## src/rtl/bus_arb_pkg.sv

```systemverilog
// Shared types and helpers for the round-robin bus arbiter.
// Keeps the state encoding, index width and winner search in one place.
package bus_arb_pkg;

  typedef enum logic [2:0] {
    IDLE    = 3'd0,
    GRANT   = 3'd1,
    ADDR    = 3'd2,
    DATA    = 3'd3,
    RELEASE = 3'd4
  } arb_state_t;

  localparam int MAX_DEV = 16;

  function automatic int idx_w(input int n);
    return (n <= 1) ? 1 : $clog2(n);
  endfunction

  // First requester found scanning circularly upward from ptr; n is the
  // number of live request bits (1..MAX_DEV).
  function automatic int rr_pick(input logic [MAX_DEV-1:0] req, input int ptr, input int n);
    int  win;
    int  idx;
    logic found;
    win   = 0;
    found = 1'b0;
    for (int i = 0; i < MAX_DEV; i++) begin
      idx = (ptr + i) % n;
      if (i < n && !found && req[idx[3:0]]) begin
        win   = idx;
        found = 1'b1;
      end
    end
    return win;
  endfunction

endpackage

```

## src/rtl/err_sat_counter.sv

```systemverilog
// Per-master saturating error counter; synchronous clear wins over increment.
module err_sat_counter #(
  parameter int W = 8
) (
  input  logic         clk,
  input  logic         clrn,
  input  logic         sclr,
  input  logic         ena,
  output logic [W-1:0] q
);

  always_ff @(posedge clk or negedge clrn) begin
    if (!clrn) begin
      q <= '0;
    end else if (sclr) begin
      q <= '0;
    end else if (ena && (q != '1)) begin
      q <= q + 1'b1;
    end
  end

endmodule

```

## src/rtl/bus_arbiter_rr.sv

```systemverilog
// Round-robin bus arbiter with address/target-ready watchdogs, burst limit
// and per-master saturating error counters.
module bus_arbiter_rr
  import bus_arb_pkg::*;
#(
  parameter  int DEV_NUM    = 4,
  parameter  int ERR_W      = 8,
  parameter  int AV_TIMEOUT = 16,
  parameter  int TR_TIMEOUT = 32,
  parameter  int MAX_BURST  = 64,
  localparam int IDX_W      = idx_w(DEV_NUM)
) (
  input  logic                            clk,
  input  logic                            clrn,
  input  logic                            sclr,
  input  logic [DEV_NUM-1:0]              BARQ,
  output logic [DEV_NUM-1:0]              BAGD,
  input  logic                            AddressValid,
  input  logic                            TargetReady,
  input  logic                            DataStrobe,
  output logic [IDX_W-1:0]                Owner,
  output logic                            BusBusy,
  output logic                            TimeoutPulse,
  output logic [DEV_NUM-1:0][ERR_W-1:0]   Error
);

  localparam int TMR_LIM = (AV_TIMEOUT > TR_TIMEOUT) ? AV_TIMEOUT : TR_TIMEOUT;
  localparam int TMR_W   = $clog2(TMR_LIM) + 1;
  localparam int BEAT_W  = $clog2(MAX_BURST) + 1;

  arb_state_t          state_q, state_d;
  logic [TMR_W-1:0]    timer_q, timer_d;
  logic [BEAT_W-1:0]   beat_q, beat_d;
  logic [IDX_W-1:0]    owner_q, owner_d;
  logic [IDX_W-1:0]    ptr_q, ptr_d;
  logic [DEV_NUM-1:0]  bagd_q, bagd_d;
  logic                tmo_q, tmo_d;
  logic                tmo_ev;
  logic                rel;
  logic                own_req;
  logic [IDX_W-1:0]    win;

  assign own_req = BARQ[owner_q];
  assign win     = IDX_W'(rr_pick(MAX_DEV'(BARQ), int'(ptr_q), DEV_NUM));

  always_comb begin
    state_d = state_q;
    timer_d = timer_q;
    beat_d  = beat_q;
    owner_d = owner_q;
    ptr_d   = ptr_q;
    bagd_d  = bagd_q;
    tmo_ev  = 1'b0;
    rel     = 1'b0;
    unique case (state_q)
      IDLE: begin
        if (|BARQ) begin
          owner_d      = win;
          bagd_d       = '0;
          bagd_d[win]  = 1'b1;
          timer_d      = '0;
          state_d      = GRANT;
        end
      end
      GRANT: begin
        if (AddressValid) begin
          state_d = ADDR;
          timer_d = '0;
        end else if (!own_req) begin
          rel = 1'b1;
        end else if (timer_q == TMR_W'(AV_TIMEOUT - 1)) begin
          rel    = 1'b1;
          tmo_ev = 1'b1;
        end else begin
          timer_d = timer_q + 1'b1;
        end
      end
      ADDR: begin
        if (TargetReady) begin
          state_d = DATA;
          beat_d  = '0;
        end else if (timer_q == TMR_W'(TR_TIMEOUT - 1)) begin
          rel    = 1'b1;
          tmo_ev = 1'b1;
        end else begin
          timer_d = timer_q + 1'b1;
        end
      end
      DATA: begin
        if (!own_req || (DataStrobe && (beat_q == BEAT_W'(MAX_BURST - 1)))) begin
          rel = 1'b1;
        end else if (DataStrobe) begin
          beat_d = beat_q + 1'b1;
        end
      end
      RELEASE: state_d = IDLE;
      default: state_d = IDLE;
    endcase
    // Grant drops on the release edge; the pointer moves past the old owner.
    if (rel) begin
      state_d = RELEASE;
      bagd_d  = '0;
      ptr_d   = (owner_q == IDX_W'(DEV_NUM - 1)) ? '0 : owner_q + 1'b1;
    end
    tmo_d = tmo_ev;
  end

  always_ff @(posedge clk or negedge clrn) begin
    if (!clrn) begin
      state_q <= IDLE;
      timer_q <= '0;
      beat_q  <= '0;
      owner_q <= '0;
      ptr_q   <= '0;
      bagd_q  <= '0;
      tmo_q   <= 1'b0;
    end else begin
      state_q <= state_d;
      timer_q <= timer_d;
      beat_q  <= beat_d;
      owner_q <= owner_d;
      ptr_q   <= ptr_d;
      bagd_q  <= bagd_d;
      tmo_q   <= tmo_d;
    end
  end

  for (genvar i = 0; i < DEV_NUM; i++) begin : g_err
    err_sat_counter #(.W(ERR_W)) u_cnt (
      .clk  (clk),
      .clrn (clrn),
      .sclr (sclr),
      .ena  (tmo_ev && (owner_q == IDX_W'(i))),
      .q    (Error[i])
    );
  end

  assign BAGD         = bagd_q;
  assign BusBusy      = |bagd_q;
  assign Owner        = owner_q;
  assign TimeoutPulse = tmo_q;

endmodule

```

## config.mk

```make
export PLATFORM = sky130hd
export DESIGN_NAME = bus_arbiter_rr
export DESIGN_NICKNAME = d
export VERILOG_FILES = /design/src/rtl/bus_arb_pkg.sv /design/src/rtl/err_sat_counter.sv /design/src/rtl/bus_arbiter_rr.sv
export SDC_FILE = /design/constraint.sdc
export NUM_CORES = 1
export LEC_CHECK = 0
export BUFFER_PORTS_ARGS = -buffer_cell sky130_fd_sc_hd__buf_2
export CELL_PAD_IN_SITES_DETAIL_PLACEMENT = 0
export CELL_PAD_IN_SITES_GLOBAL_PLACEMENT = 2
export CORE_ASPECT_RATIO = 1.5
export CORE_UTILIZATION = 34
export CTS_BUF_LIST = sky130_fd_sc_hd__clkbuf_8
export DETAILED_ROUTE_END_ITERATION = 12
export GPL_TIMING_DRIVEN = 0
export PLACE_DENSITY_LB_ADDON = 0.1
export SETUP_SLACK_MARGIN = 0.3
export SLEW_MARGIN = 10
export SYNTH_ARGS = -nofsm -noshare
export SYNTH_HDL_FRONTEND = slang
export SYNTH_SLANG_ARGS = --single-unit
```

## constraint.sdc

```tcl
create_clock -name clk -period 2.6 [get_ports clk]
set_clock_uncertainty 0.05 [all_clocks]
set_input_delay 0.26 -clock clk [delete_from_list [all_inputs] [get_ports clk]]
set_output_delay 0.26 -clock clk [all_outputs]
set_load 0.05 [all_outputs]
```

==> results of run 1 <==
[logic make-up (layout without fill, tap and decap cells)]
group                    after synthesis  count (layout)  synth area share
adder cells (fa/ha/maj)               10              10            0.0385
XOR/XNOR                               9               9            0.0242
buffers and inverters                 26              93            0.0319
multiplexers                          14              14            0.0496
AND/OR/NAND/NOR                      137             137             0.234
AO/OA/AOI/OAI                         97              97             0.183
flip-flops                            57              57             0.438
[metrics by stage]
step	setup slack [ns]	total power, µW	cell area [µm²]	utilization
after global routing	0.295	3190	3940	0.426
final	0.378	2980	3940	0.426
after global placement	0.197	2150	3640	0.393
after detailed placement	0.170	2160	3640	0.393
after CTS	0.282	2970	3860	0.417
after floorplan	0.275	1880	3260	-
[registers in the layout, indices dropped and copies added (netlist names)]
signal,count
beat_q,7
state_q,3
TimeoutPulse,1
ptr_q,2
timer_q,6
g_err.u_cnt.q,32
BAGD,4
Owner,2
[Yosys cell counts (6+ instances only)]
library cell | n | share of area
a211o_1 | 6 | 0.016
clkbuf_1 | 9 | 0.010
mux2i_1 | 6 | 0.018
a21oi_1 | 32 | 0.049
nand2_1 | 22 | 0.025
ha_1 | 10 | 0.038
o21ai_0 | 32 | 0.049
nand2b_1 | 6 | 0.012
nor2_1 | 22 | 0.025
dfrtp_1 | 57 | 0.44
nor3_1 | 8 | 0.012
inv_1 | 12 | 0.014
or3_1 | 16 | 0.031
nand3_1 | 24 | 0.037
nor2b_1 | 7 | 0.013
xnor2_1 | 9 | 0.024
[how the worst max path moves through the flow]
stage / startpoint / end / slack [ns]
after floorplan: Owner[0] / ptr_q[0] / 0.28
final: Owner[0] / g_err[1].u_cnt.q[6] / 0.38
after detailed placement: timer_q[0] / timer_q[0] / 0.17
after global placement: timer_q[0] / timer_q[2] / 0.20
after global routing: state_q[2] / BAGD[3] / 0.30
after CTS: state_q[2] / g_err[1].u_cnt.q[6] / 0.28
[repair_timing]
| item | CTS | global route |
|---|---|---|
| hold buffers | 1 | 0 |
| gates resized for setup | 3 | 27 |
| setup buffers | 3 | 1 |
| setup endpoints to repair | 16 | 26 |
| pin swaps | 1 | 3 |
| hold endpoints to repair | 57 | 0 |
| gates cloned | 0 | 0 |
[routing by layer]
| metal | vias up | global-route usage | share of wire |
|---|---|---|---|
| met5 | - | 0 | 0 |
| met4 | 0 | 0.0746 | 0.019 |
| met3 | 13 | 0.0479 | 0.039 |
| met2 | 47 | 0.290 | 0.50 |
| met1 | 1399 | 0.226 | 0.44 |
| li1 | 1414 | - | - |
[area by class of cell]
class	instances	area (µm²)	area share
buffer	14	87.6	0.0222
clock buffer	12	165	0.0419
clock inverter	2	7.51	0.00190
inverter	12	45.0	0.0114
multi-input combinational	267	1780	0.452
sequential	57	1430	0.363
tap	112	140	0.0356
timing repair buffer	53	283	0.0717
[power by group through the flow]
stage                     combinational (µW)  sequential, µW  clock (µW)
final                                   1120            1110         759
after CTS                               1090            1090         791
after floorplan                          646            1230           0
after global placement                  1030            1120           0
after detailed placement                1040            1120           0
after global routing                    1240            1120         831
[placed cells by master, fill, tap and decap left out, types with 10 or more instances in the layout]
cell and count:
a21oi_1 32, nor2_1 22, nand3_1 24, or3_1 16
nand2_1 21, clkbuf_8 12, inv_1 14, dfrtp_1 54
ha_1 10, o21ai_0 32, buf_2 48
[tightest hold or removal path, cell delays in order]
cell and delay (ns):
buf_2 0.14, a21oi_1 0.15, nor3_1 0.05
==> summary.txt, run 1 <==
Detailed routing
  • Drt total wl: between 8000 and 9000 µm
  • Drt initial violations: 93
  • Pre-antenna DRT Iters: 6
  • Routed length per instance: between 15 and 20 µm
  • Vias after detailed routing: 2873
  • # DRC: 0
  • Routed Antenna Nets: 0
  • Vias/cell: around 5.4

Placement
  • Placed Cells incl. Taps: 510
  • Post-DP HPWL: approximately 5800 µm
  • I/O Buffers: 48
  • GPL Wtd Cong: ~0.75

Final layout
  • P&R area growth vs syn: 21.2%
  • Fill cells: 964
  • Ant. Diodes: 0
  • Non-Filler Instances: 529
  • Share of cells above drive strength 1: 0.233
  • Nets: ~430

Clock network
  • Clk pin slew, worst setup/hold paths: ~0.07 ns
  • CTS max path bufs: 2
  • Number of H-tree levels: 3
  • Root Buffer: clkbuf_8
  • CTS tree: yes
  • Skew-Pair Late Insertion Delay: roughly 0.34 ns
  • CTS Buf Count: 9
  • Clk sinks: 57

Worst setup path
  • Critical Path AT: 2.40 ns
  • Crit Reg-Reg Startpoint: Owner[0]
  • Number of stages on the worst setup path: 5
  • Reg2reg setup slack: ~0.38 ns
  • Critical path class: reg2reg
  • Critical path required time: 2.78 ns
  • R2R Path End: g_err[1].u_cnt.q[6]
  • Critical-path top delay cell: mux4_2
  • Critical path's largest stage delay: between 0.4 and 0.5 ns
  • R2R cell count: 5
  • CP startpoint kind: flop
  • CP Cell Sequence: mux4_2, nand3b_4, a211o_1, or4_1, mux2_1
  • Worst setup EP type: flop
  • Crit-path max FO: 4
  • Buffers plus inverters on the worst setup path: 0
  • Top Family by Delay on Critical Path: multiplexers

Timing
  • TNS Setup: 0 ns
  • Worst Tran Pin Value: between 0.7 and 0.8 ns
  • Fmax: between 0.4 and 0.5 GHz
  • Period utilisation layout: 0.854
  • Final setup vio count: 0
  • RSZ-0062 raised after global routing: true
  • Worst slew margin: 0.495
  • Final hold slack: between 0.2 and 0.25 ns
  • Max Slew Vio Count: 0
  • Final hold violation count: 0
  • Final worst path period need: ~2.2 ns

Synth
  • Part of the Yosys area used for sequential elements: 0.438
  • Cell variety after synth: ~50
  • FFs w/ async S/R, synth: 1.00
  • Syn_nets: 370
  • Synth Instances: 350
  • Top_reg_cell synth: dfrtp_1
  • Syn_area_per_cell: 9.29 µm²
  • EDFF count, synth: 0
  • Post-Syn Area: 0.00325 mm²
  • Register bit total from synthesis: 57
  • Synth warn: 0

Power and ir drop
  • Pint: 1820 µW
  • Switching Share: 0.390
  • Combinational Power Share: 0.375
  • Static leakage power: between 0.0015 and 0.002 µW
  • Pwr per Cell Area: between 700 and 800 mW/mm²
  • Clock share of power: 0.254
  • NetSw: 1170 µW
  • Register share of total power: 0.370
  • Peak VDD IR: 516 µV

Global routing
  • Number of global-route vias before repair: 2632
  • GRT Total Usage: 0.181
  • GR Overflow Total: 0
  • First-pass GRT wire length: between 10000 and 15000 µm
  • Initial antenna violation count: 0
  • Largest net degree at the start of global routing: a little under 60

Floorplan
  • Core Region: 0.00925 mm²
  • IO Pins: 50
  • Starting Density: 0.352
  • Die ar.: approximately 0.010 mm²
  • Die Height: approximately 120 µm
  • Die X: between 80 and 90 µm
  • Rows: 43

Run status
  • Status: finished, final reports clean

Worst hold path
  • WHS Endpoint: state_q[1]
  • Hold path startpoint: AddressValid
  • Hold WC Path Type: in2reg
  • Hold path depth: 3

Run
  • Total of max-cap violations: 0
(Power assumes the default switching activity.)
==> run 2: changes to the inputs <==
Settings changed: ABC_AREA set to 1, CORE_UTILIZATION 34 to 33, SYNTH_HIERARCHICAL set to 1.
==> summary.txt, run 2 <==
Run status
  • Status: finished, final reports clean

Timing
  • Period utilisation layout: 0.798
  • Final hold slack: 0.242 ns
  • Fmax: ~0.48 GHz
  • Final setup vio count: 0
  • Final worst path period need: a little over 2 ns
  • TNS Setup: 0 ns
  • RSZ-0062 raised after global routing: false
  • Max Slew Vio Count: 0
  • Worst Tran Pin Value: just under 0.8 ns
  • Worst slew margin: 0.483
  • Final hold violation count: 0

Synth
  • Xor/xnor share of the synthesized area: 0.0114
  • Synth Area in Simple Gates: 0.395
  • Synth top area share: 0.373
  • Largest family of logic cells by synthesized area: simple AND/OR/NAND/NOR gates
  • FFs w/ async S/R, synth: 1.00
  • Synth Instances: 559
  • Post-Syn Area: between 0.003 and 0.004 mm²
  • Synth area leaders: dfrtp_1 37%, nand2_1 19%, inv_1 7.0%
  • Area leader, netlist: dfrtp_1
  • Top_reg_cell synth: dfrtp_1
  • Post-Synth Adder-Cell Area: 0.0327
  • Synth warn: 6
  • Cell variety after synth: 31
  • Syn_nets: 579
  • EDFF count, synth: 0
  • Part of the Yosys area used for sequential elements: 0.373
  • Register bit total from synthesis: 57
  • Synth Area in Compound Gates: 0.0949
  • Most common cell in the netlist: nand2_1
  • Mux cell area share after synthesis: 0
  • Syn_area_per_cell: 6.84 µm²
  • Synth top cells by count: 193 x nand2_1, 71 x inv_1, 57 x dfrtp_1

Run
  • Total of max-cap violations: 0

Final layout
  • Commonest non-fill, non-tap cell in the layout: nand2_1
  • Max reg flops: 32
  • Ant. Diodes: 0
  • Share of cells above drive strength 1: 0.219
  • Largest regs: g_err.u_cnt/q: 32 flops, beat_q: 7 flops, timer_q: 6 flops
  • Top reg by flops: g_err.u_cnt/q
  • P&R area growth vs syn: 19.1%
  • Nets: 640
  • Commonest cells after routing, fill and taps aside: 193 x nand2_1, 71 x inv_1, 57 x dfrtp_1

Power and ir drop
  • Pwr per Cell Area: ~800 mW/mm²
  • Final Power: 3590 µW
  • Static leakage power: ~0.0023 µW
  • Peak VDD IR: 512 µV

Worst setup path
  • Worst setup path start: timer_q[0]
  • Critical path required time: around 2.8 ns
  • Critical path class: reg2reg
  • Crit Reg-Reg Startpoint: timer_q[0]
  • Crit-path max FO: 4
  • Worst setup EP type: flop
  • CP startpoint kind: flop
  • Critical Path AT: ~2.3 ns

Detailed routing
  • Drt initial violations: between 150 and 200
  • Pre-antenna DRT Iters: 4
  • # DRC: 0
  • Vias/cell: approximately 4.7
  • Drt total wl: 9590 µm
  • Routed length per instance: approximately 12 µm
  • Routed Antenna Nets: 0
  • Vias after detailed routing: roughly 3600

Floorplan
  • Die X: 89.9 µm
  • Starting Density: 0.342
  • Die Height: 134 µm
  • IO Pins: 50
  • Rows: 47
  • Core Region: approximately 0.011 mm²
  • Die ar.: 0.0120 mm²

Worst hold path
  • Hold path startpoint: AddressValid
  • Hold WC Path Type: in2reg

Global routing
  • GRT Total Usage: 0.172
  • Number of global-route vias before repair: between 3000 and 4000
  • GR Overflow Total: 0
  • First-pass GRT wire length: roughly 17000 µm
  • Largest net degree at the start of global routing: 58
  • Initial antenna violation count: 0

Clock network
  • Post-CTS setup buffer count: 0
  • Clk pin slew, worst setup/hold paths: 0.07 ns
  • Root Buffer: clkbuf_8
  • CTS tree: yes
  • Clk sinks: 57
  • Number of H-tree levels: 3
  • Skew-Pair Late Insertion Delay: around 0.35 ns
  • CTS max path bufs: 2
  • CTS Buf Count: 9

Placement
  • Post-DP HPWL: between 7000 and 8000 µm
  • GPL Wtd Cong: ~0.79
  • I/O Buffers: between 40 and 50
[run 2: cell types whose count changed in the layout (fill, tap and decap cells not counted), moves of 16 or more]
cell / before / now
nand2_1: 21 / 193
inv_1: 14 / 71
nand3_1: 24 / 50
or3_1: 16 / 0
nand2_2: 1 / 17
o21ai_0: 32 / 9
[run 2: routing by layer]
layer / routed length, µm / global-route usage / vias up
met5: 0 / 0 / -
met1: 3990 / 0.186 / 1664
met3: 261 / 0.0289 / 16
met4: 209 / 0.0806 / 0
li1: - / - / 1892
met2: 5130 / 0.324 / 50
[run 2: stage by stage]
stage / std cells / instance area, µm² / setup WS, ns / utilization
global placement: 755 / 4250 / 0.113 / 0.381
detailed placement: 755 / 4260 / 0.139 / 0.381
global route: 772 / 4550 / 0.335 / 0.408
finish: 772 / 4550 / 0.525 / 0.408
floorplan: 559 / 3820 / 0.546 / -
CTS: 772 / 4490 / 0.222 / 0.402
[run 2: path summary, 6_finish.rpt]
| path | endpoint | slack (ns) | cells past startpoint |
|---|---|---|---|
| worst min-delay path | TimeoutPulse | 0.24 | 4 |
| worst max-delay path | g_err[2].u_cnt/q[7] | 0.53 | 12 |
| worst min register to register | beat_q[3] | 0.44 | 2 |
| max in group asynchronous | BAGD[2] | 1.50 | 2 |
| worst max register to register | g_err[2].u_cnt/q[7] | 0.53 | 12 |
| min in group asynchronous | g_err[2].u_cnt/q[2] | 0.49 | 2 |
[run 2: power by group]
group	switching (µW)	internal [µW]
registers	136	1000
clock network	370	513
logic	1100	465
[run 2: repair_timing]
action                                  in CTS  in global routing
hold buffers                                 1                  0
gates resized for setup                      4                 16
endpoints found under the setup margin      15                 27
pin swaps                                    0                  1
endpoints found under the hold margin       57                  0
[run 2: final cells by class]
class                   count  area, µm²
plain buffers               2       18.8
clock buffers              12        165
clock inverters             4       42.5
fillers                  1205       6620
inverters                  84        338
multi-input cells         416       2120
flip-flops and latches     57       1430
well taps                 147        184
repair buffers             50        258
[run 2: worst max-delay path, cell delays in order, from the launching register on]
cell	delay, ns
dfrtp_1	0.38
ha_1	0.22
nand3_2	0.12
nor3_2	0.24
nand3_1	0.10
nand2_1	0.13
inv_2	0.11
nor2_4	0.15
inv_1	0.10
a21oi_4	0.17
nand3_1	0.09
nand2_1	0.06
inv_1	0.04
[run 2: cells by family (layout without fill, tap and decap cells)]
family	count (synthesis)	after routing
xor gates and xnor gates	5	5
DFF	57	57
buffers and inverters	86	152
adders and majority gates	10	10
AOI/OAI and AO/OA	61	61
and+or+nand+nor	340	340
